<file path="src/rtl/pipe_ctrl_pkg.sv">
// Shared definitions for the front-end pipeline controller: address bus width, redirect priority codes, FSM states.
// Latency: n/a (types and helpers only).
// Backpressure: n/a.
package pipe_ctrl_pkg;

    localparam int ADDR_BUS_WIDTH = 32;

    typedef logic [ADDR_BUS_WIDTH-1:0] addr_bus_t;

    // Numeric order is the arbitration order: a larger code always wins.
    typedef enum logic [1:0] {
        RDR_NONE = 2'd0,
        RDR_BP   = 2'd1,
        RDR_MIS  = 2'd2,
        RDR_EXC  = 2'd3
    } rdr_prio_t;

    typedef enum logic {
        ST_IDLE     = 1'b0,
        ST_REDIRECT = 1'b1
    } ctrl_state_t;

    // Highest-priority redirect source raised this cycle.
    function automatic rdr_prio_t rdr_pick(input logic exc, input logic mis, input logic bp);
        rdr_prio_t p;
        if (exc)      p = RDR_EXC;
        else if (mis) p = RDR_MIS;
        else if (bp)  p = RDR_BP;
        else          p = RDR_NONE;
        return p;
    endfunction

endpackage

</file>
<file path="src/rtl/pipe_ctrl_if.sv">
// Bundle between the fetch pipeline (master) and pipe_ctrl (slave): stall requests, redirect sources, stage controls.
// Latency: n/a (wires only).
// Backpressure: redirect_ready from the PC stage holds redirect_valid/redirect_pc until accepted.
interface pipe_ctrl_if #(
    parameter int STAGE_NUM  = 5,
    parameter int ADDR_WIDTH = pipe_ctrl_pkg::ADDR_BUS_WIDTH
);
    logic [STAGE_NUM-1:0]  stall_req;
    logic                  exc_redirect;
    logic [ADDR_WIDTH-1:0] exc_target;
    logic                  mis_redirect;
    logic [ADDR_WIDTH-1:0] mis_target;
    logic                  bp_redirect;
    logic [ADDR_WIDTH-1:0] bp_target;
    logic                  redirect_ready;
    logic [STAGE_NUM-1:0]  stall;
    logic [STAGE_NUM-1:0]  flush;
    logic                  redirect_valid;
    logic [ADDR_WIDTH-1:0] redirect_pc;
    logic [31:0]           perf_stall_cnt;
    logic [31:0]           perf_flush_cnt;

    modport master (
        output stall_req, exc_redirect, exc_target, mis_redirect, mis_target,
               bp_redirect, bp_target, redirect_ready,
        input  stall, flush, redirect_valid, redirect_pc, perf_stall_cnt, perf_flush_cnt
    );

    modport slave (
        input  stall_req, exc_redirect, exc_target, mis_redirect, mis_target,
               bp_redirect, bp_target, redirect_ready,
        output stall, flush, redirect_valid, redirect_pc, perf_stall_cnt, perf_flush_cnt
    );
endinterface

</file>
<file path="src/rtl/pipe_ctrl_perf_cnt.sv">
// pipe_perf_cnt: two free-running 32-bit event counters (stall cycles, accepted redirects), wrapping to 0.
// Latency: count visible one cycle after the event.
// Backpressure: none; counts every cycle its event input is high.
module pipe_perf_cnt (
    input  logic        clk,
    input  logic        rst,
    input  logic        stall_evt_i,
    input  logic        flush_evt_i,
    output logic [31:0] stall_cnt_o,
    output logic [31:0] flush_cnt_o
);
    logic [31:0] stall_cnt_q, stall_cnt_d;
    logic [31:0] flush_cnt_q, flush_cnt_d;

    // Increment on events; natural 32-bit overflow gives the wrap to 0.
    always_comb begin
        stall_cnt_d = stall_cnt_q + {31'd0, stall_evt_i};
        flush_cnt_d = flush_cnt_q + {31'd0, flush_evt_i};
    end

    // Counter registers, cleared by reset.
    always_ff @(posedge clk or posedge rst) begin
        if (rst) begin
            stall_cnt_q <= '0;
            flush_cnt_q <= '0;
        end else begin
            stall_cnt_q <= stall_cnt_d;
            flush_cnt_q <= flush_cnt_d;
        end
    end

    assign stall_cnt_o = stall_cnt_q;
    assign flush_cnt_o = flush_cnt_q;
endmodule

</file>
<file path="src/rtl/pipe_ctrl.sv">
// Front-end pipeline controller: per-stage stall/flush generation, redirect arbitration and pending-target hold.
// Latency: stall/flush combinational (0 cycles); redirect arrival at T -> redirect_valid at T+1. PIPE_CTRL_PERF_EN adds counters.
// Backpressure: pending redirect held (flush[0] asserted) until redirect_ready; higher/equal-priority arrivals replace it.
module pipe_ctrl
    import pipe_ctrl_pkg::*;
#(
    parameter int STAGE_NUM     = 5,
    parameter int MISPRED_STAGE = 3,
    parameter int ADDR_WIDTH    = ADDR_BUS_WIDTH
) (
    input  logic clk,
    input  logic rst,
    pipe_ctrl_if.slave bus
);
    ctrl_state_t           state_q, state_d;
    rdr_prio_t             prio_q, prio_d;
    logic [ADDR_WIDTH-1:0] target_q, target_d;

    rdr_prio_t             win_prio;
    logic [ADDR_WIDTH-1:0] win_target;
    logic                  take_new;
    logic                  rdr_vld;
    logic                  squash;
    logic                  flush_exc, flush_mis, flush_bp;
    logic [STAGE_NUM-1:0]  flush_vec;
    logic [STAGE_NUM-1:0]  stall_vec;

    // Pick this cycle's redirect winner and its target.
    always_comb begin
        win_prio   = rdr_pick(bus.exc_redirect, bus.mis_redirect, bus.bp_redirect);
        win_target = '0;
        case (win_prio)
            RDR_EXC: win_target = bus.exc_target;
            RDR_MIS: win_target = bus.mis_target;
            RDR_BP:  win_target = bus.bp_target;
            default: win_target = '0;
        endcase
    end

    // A winner is taken when idle, or when it does not lose to the pending redirect.
    assign take_new = (win_prio != RDR_NONE) &&
                      ((state_q == ST_IDLE) || (win_prio >= prio_q));

    // FSM state register.
    always_ff @(posedge clk or posedge rst) begin
        if (rst) state_q <= ST_IDLE;
        else     state_q <= state_d;
    end

    // FSM next state: a taken redirect always keeps us in REDIRECT, even if ready.
    always_comb begin
        state_d = state_q;
        case (state_q)
            ST_IDLE:     if (take_new) state_d = ST_REDIRECT;
            ST_REDIRECT: begin
                if (take_new)                state_d = ST_REDIRECT;
                else if (bus.redirect_ready) state_d = ST_IDLE;
            end
            default:     state_d = ST_IDLE;
        endcase
    end

    // FSM outputs: valid while pending, squash fetch, and flush scope of a taken redirect.
    always_comb begin
        rdr_vld   = (state_q == ST_REDIRECT);
        squash    = (state_q == ST_REDIRECT);
        flush_exc = take_new && (win_prio == RDR_EXC);
        flush_mis = take_new && (win_prio == RDR_MIS);
        flush_bp  = take_new && (win_prio == RDR_BP);
    end

    // Pending target/priority next-state: load on take, forget priority on acceptance.
    always_comb begin
        prio_d   = prio_q;
        target_d = target_q;
        if (take_new) begin
            prio_d   = win_prio;
            target_d = win_target;
        end else if (rdr_vld && bus.redirect_ready) begin
            prio_d   = RDR_NONE;
        end
    end

    // Pending redirect registers; reset discards anything in flight.
    always_ff @(posedge clk or posedge rst) begin
        if (rst) begin
            prio_q   <= RDR_NONE;
            target_q <= '0;
        end else begin
            prio_q   <= prio_d;
            target_q <= target_d;
        end
    end

    // Per-stage vectors: a stall request stalls its stage and every younger-fetch
    // (lower index) stage; a flush on a stage cancels its stall.
    for (genvar i = 0; i < STAGE_NUM; i++) begin : g_stage
        localparam bit IN_MIS = (i < MISPRED_STAGE);
        localparam bit IS_PC  = (i == 0);
        assign flush_vec[i] = flush_exc | (flush_mis & IN_MIS) | ((flush_bp | squash) & IS_PC);
        assign stall_vec[i] = (|bus.stall_req[STAGE_NUM-1:i]) & ~flush_vec[i];
    end

    assign bus.stall          = stall_vec;
    assign bus.flush          = flush_vec;
    assign bus.redirect_valid = rdr_vld;
    assign bus.redirect_pc    = target_q;

`ifdef PIPE_CTRL_PERF_EN
    pipe_perf_cnt u_perf (
        .clk         (clk),
        .rst         (rst),
        .stall_evt_i (|stall_vec),
        .flush_evt_i (rdr_vld & bus.redirect_ready),
        .stall_cnt_o (bus.perf_stall_cnt),
        .flush_cnt_o (bus.perf_flush_cnt)
    );
`else
    assign bus.perf_stall_cnt = '0;
    assign bus.perf_flush_cnt = '0;
`endif

endmodule

</file>
<file path="src/flat_wrapper.sv">
// flat-port wrapper written by rule: the top's interface ports become plain ports
module pipe_ctrl_flat import pipe_ctrl_pkg::*;
#(
    parameter int STAGE_NUM     = 5,
    parameter int MISPRED_STAGE = 3,
    parameter int ADDR_WIDTH    = ADDR_BUS_WIDTH
)
  (clk, rst, bus_stall_req, bus_exc_redirect, bus_exc_target, bus_mis_redirect, bus_mis_target, bus_bp_redirect, bus_bp_target, bus_redirect_ready, bus_stall, bus_flush, bus_redirect_valid, bus_redirect_pc, bus_perf_stall_cnt, bus_perf_flush_cnt);
  pipe_ctrl_if #(.STAGE_NUM(STAGE_NUM), .ADDR_WIDTH(ADDR_WIDTH)) bus_i ();
  input  logic clk;
  input  logic rst;
  input wire logic [$bits(bus_i.stall_req)-1:0] bus_stall_req;
  input wire logic [$bits(bus_i.exc_redirect)-1:0] bus_exc_redirect;
  input wire logic [$bits(bus_i.exc_target)-1:0] bus_exc_target;
  input wire logic [$bits(bus_i.mis_redirect)-1:0] bus_mis_redirect;
  input wire logic [$bits(bus_i.mis_target)-1:0] bus_mis_target;
  input wire logic [$bits(bus_i.bp_redirect)-1:0] bus_bp_redirect;
  input wire logic [$bits(bus_i.bp_target)-1:0] bus_bp_target;
  input wire logic [$bits(bus_i.redirect_ready)-1:0] bus_redirect_ready;
  output wire logic [$bits(bus_i.stall)-1:0] bus_stall;
  output wire logic [$bits(bus_i.flush)-1:0] bus_flush;
  output wire logic [$bits(bus_i.redirect_valid)-1:0] bus_redirect_valid;
  output wire logic [$bits(bus_i.redirect_pc)-1:0] bus_redirect_pc;
  output wire logic [$bits(bus_i.perf_stall_cnt)-1:0] bus_perf_stall_cnt;
  output wire logic [$bits(bus_i.perf_flush_cnt)-1:0] bus_perf_flush_cnt;
  assign bus_i.stall_req = bus_stall_req;
  assign bus_i.exc_redirect = bus_exc_redirect;
  assign bus_i.exc_target = bus_exc_target;
  assign bus_i.mis_redirect = bus_mis_redirect;
  assign bus_i.mis_target = bus_mis_target;
  assign bus_i.bp_redirect = bus_bp_redirect;
  assign bus_i.bp_target = bus_bp_target;
  assign bus_i.redirect_ready = bus_redirect_ready;
  assign bus_stall = bus_i.stall;
  assign bus_flush = bus_i.flush;
  assign bus_redirect_valid = bus_i.redirect_valid;
  assign bus_redirect_pc = bus_i.redirect_pc;
  assign bus_perf_stall_cnt = bus_i.perf_stall_cnt;
  assign bus_perf_flush_cnt = bus_i.perf_flush_cnt;
  pipe_ctrl #(.STAGE_NUM(STAGE_NUM), .MISPRED_STAGE(MISPRED_STAGE), .ADDR_WIDTH(ADDR_WIDTH)) u_core (.clk(clk), .rst(rst), .bus(bus_i));
endmodule
</file>
<file path="config.mk">
export PLATFORM = sky130hd
export DESIGN_NAME = pipe_ctrl_flat
export DESIGN_NICKNAME = d
export VERILOG_FILES = /design/src/rtl/pipe_ctrl_pkg.sv /design/src/rtl/pipe_ctrl_if.sv /design/src/rtl/pipe_ctrl_perf_cnt.sv /design/src/rtl/pipe_ctrl.sv /design/src/flat_wrapper.sv
export SDC_FILE = /design/constraint.sdc
export NUM_CORES = 1
export LEC_CHECK = 0
export ABC_AREA = 1
export CAP_MARGIN = 40
export CORE_AREA = 2 2 83 85
export DETAILED_ROUTE_END_ITERATION = 10
export DIE_AREA = 0 0 85 87
export DONT_BUFFER_PORTS = 1
export SKIP_CTS_REPAIR_TIMING = 1
export SLEW_MARGIN = 5
export SYNTH_ARGS = -nofsm -noshare
export SYNTH_HDL_FRONTEND = slang
export SYNTH_SLANG_ARGS = --single-unit
</file>
<file path="constraint.sdc">
create_clock -name clk -period 4.42 [get_ports clk]
set_input_delay 0.442 -clock clk [delete_from_list [all_inputs] [get_ports clk]]
set_output_delay 0.442 -clock clk [all_outputs]
set_load 0.03 [all_outputs]
</file>
==> out/qor.json <==
{
  "outcome": {
    "status": "finished clean"
  },
  "pwr": {
    "power_density_nw_per_um2": 649,
    "static-leakage-power_nw": 1.41,
    "vdd.ir_drop.worst_mv": 0.388
  },
  "setup_path": {
    "worst_r2r_startpoint": "u_core.prio_q[1]",
    "worst_path_most_repeated_cell": "sky130_fd_sc_hd__nand2_1",
    "timing.critical_path.arrival_ns": 2.80,
    "r2r_slack_ns": 2.66,
    "r2r.worst_path.cells": 6,
    "rr_endpoint": "u_core.bus.redirect_pc[27]",
    "worstSetupEndpointType": "output pin",
    "startpoint_type": "input pin",
    "crit_path_max_fanout": 36,
    "path_class": "input pin to output pin",
    "worst_path_dominant_cell_family": "simple AND/OR/NAND/NOR gates",
    "path_buf_inv": 2,
    "critical-path-slowest-cell": "sky130_fd_sc_hd__nor2_1",
    "worst_path_largest_cell_delay_ns": 0.52,
    "timing.critical_path.required_ns": 3.98,
    "crit_path_cell_trace": "inv_2, nand2_4, nand2_1, inv_1, ha_1, o21ai_2, nand2_1, nand2_4, nand2_1, nor2_1",
    "crit_path_cell_count": 10
  },
  "floorplanning": {
    "initial_core_util_pct": 42.2,
    "core-area_um2": 6570,
    "ioPinCount": 214,
    "die_h_um": 87,
    "die_area_um2": 7400,
    "row_count": 30,
    "fp.dieW_um": 85
  },
  "timing": {
    "postLayoutSetupSlackWorst_ns": 1.18,
    "grt_setup_unrepaired": "no",
    "final.period_utilization_pct": 73.4,
    "timing_hold_violations_final": 0,
    "worstMarginPinSlew_ns": 0.863,
    "worst_clock_skew_ns": 0.00711,
    "final.hold.worst_slack_ns": 0.126,
    "fmax_mhz": 308,
    "relSlewSlack_pct": 42.3,
    "timing.final.max_slew_violations": 0,
    "finalSetupTns_ns": 0,
    "period_needed_ns": 3.24,
    "report.final.setup_viol": 0
  },
  "synthesis": {
    "yosysSeqAreaShare_pct": 31.6,
    "synthAdderAreaFrac_pct": 0.903,
    "yosys.area.top_type_share_pct": 31.6,
    "synth_compound_area_share_pct": 1.17,
    "synthMuxAreaShare_pct": 0,
    "yosys.cell_types.count": 22,
    "yosys-top-cells-area": "sky130_fd_sc_hd__dfrtp_1 (32%), sky130_fd_sc_hd__nand2_1 (19%), sky130_fd_sc_hd__buf_4 (18%)",
    "netlist_area_um2": 2770,
    "synth-seq-cells": 35,
    "synth.largest_area_cell": "sky130_fd_sc_hd__dfrtp_1",
    "postSynthAreaPerCell_um2": 6.97,
    "synth-simple-area-share_pct": 40.9,
    "synth_cells": 398,
    "synth_xor_area_share_pct": 0,
    "synth-warning-count": 0,
    "dominant_combinational_cell_family_by_area_after_synthesis": "simple AND/OR/NAND/NOR gates"
  },
  "global_route": {
    "all_layer_global_routing_usage_pct": 18.0,
    "grt_max_degree": 37,
    "grt.overflow.total": 0,
    "grt_pass1_vias": 2182,
    "grt_pass1_wl_um": 10700,
    "antenna_found_initial": 0
  },
  "placement": {
    "post-dp-hpwl_um": 4810,
    "port-buffer-count": 0,
    "finalWeightedCongestion": 0.784,
    "dp_slack_ns": 1.18
  },
  "drt": {
    "drt_first_pass_iters": 4,
    "initialDrtViolationCount": 70,
    "postRouteWirelength_um": 6850,
    "detail_route.drc_violations": 0,
    "routed_via_density": 5.25,
    "routed_wire_length_per_instance_um": 14.9,
    "dr_total_vias": 2403,
    "number_of_nets_still_failing_antenna_checks_after_routing": 0
  },
  "min_path": {
    "worst_hold_class": "input pin to asynchronous set/reset pin"
  },
  "clock_tree": {
    "clk_pin_slew_worst_paths_ns": 0.07,
    "clock-root-buffer": "sky130_fd_sc_hd__clkbuf_8",
    "clock_tree.buffer_depth": 2,
    "numCtsBuffers": 5,
    "clk-insertion-delay-late_ns": 0.28,
    "cts.sink_count": 35,
    "cts_tree": "built",
    "cts-htree-levels": 2
  },
  "layout": {
    "synthToLayoutAreaGrowth_pct": -7.49,
    "n_antenna_cell": 0,
    "finish.net_count": 486,
    "final_layout_size_suffix_gt1_share_pct": 4.50
  },
  "job": {
    "drv.max_cap_violation_count": 0
  }
}
worst max-delay path by stage:
stage	start	endpoint	slack, ns
final	bus_mis_redirect	bus_stall[0]	1.18
after detailed placement	bus_mis_redirect	bus_stall[0]	1.18
after global placement	bus_mis_redirect	bus_stall[0]	1.23
after CTS	bus_mis_redirect	bus_stall[0]	1.18
after floorplan	bus_exc_redirect	bus_stall[0]	1.56
after global routing	bus_mis_redirect	bus_stall[0]	0.99
final cells by class:
cell class	instances	area, µm²
sequential	35	876
multi-input combinational	318	1430
clock buffer	7	76.3
clock inverter	1	5.00
fill	729	4000
tap	80	100
timing repair buffer	3	22.5
inverter	14	52.6
worst register-to-register path, cell delays in order (launching register included):
cell and delay [ns]:
sky130_fd_sc_hd__dfrtp_1 0.35, sky130_fd_sc_hd__inv_1 0.06, sky130_fd_sc_hd__ha_1 0.29, sky130_fd_sc_hd__o21ai_2 0.08, sky130_fd_sc_hd__a21boi_4 0.70, sky130_fd_sc_hd__nand2_1 0.14, sky130_fd_sc_hd__nand2_1 0.09
sequential cells by signal, indices dropped and copies added, names as in the netlist:
name	cells
u_core.bus.redirect_pc	32
u_core.prio_q	2
u_core.bus.redirect_valid	1
synth_stat cells (all sizes together):
master	number
ha	2
buf	88
clkbuf	6
nand4	32
inv	14
conb	1
dfrtp	35
nor3	1
nand3	67
a21boi	1
o21ai	2
nand2	142
nor2	6
nor4	1
cell usage in the layout (no fill, tap or decap), drive strengths merged:
master	synthesis	routed
nor2	6	6
buf	88	3
inv	14	14
a21boi	1	1
clkinv	0	1
ha	2	2
clkbuf	6	7
nor4	1	1
nand3	67	67
nand2	142	142
o21ai	2	2
conb	1	64
dfrtp	35	35
nand4	32	32
nor3	1	1
routing by layer:
| layer | global-route usage (%) | up-vias | share of wire [%] |
|---|---|---|---|
| met1 | 21.1 | 1146 | 41 |
| met2 | 31.9 | 133 | 50 |
| met4 | 7.79 | 0 | 1.0 |
| met3 | 3.89 | 4 | 8.3 |
| li1 | - | 1120 | - |
| met5 | 0 | - | 0 |
cell families after synthesis:
logic type,Yosys count
fa+ha+maj,2
compound gates,3
flops,35
simple gates,249
buf+inv,108
other cells,1
through the flow:
stage	std cells	area [µm²]	util [%]	power, mW
after floorplan	461	3010	-	1.45
after global placement	450	2480	37.8	1.45
after detailed placement	450	2480	37.8	1.46
after CTS	458	2560	39.0	1.69
after global routing	458	2560	39.0	1.79
final	458	2560	39.0	1.67
report_power, final:
part	total [mW]	switching [mW]	internal, mW
combinational	0.537	0.415	0.122
clock	0.218	0.107	0.111
sequential	0.911	0.434	0.477
total	1.67	0.957	0.709
Note: power is estimated with default switching activity, not from simulation.
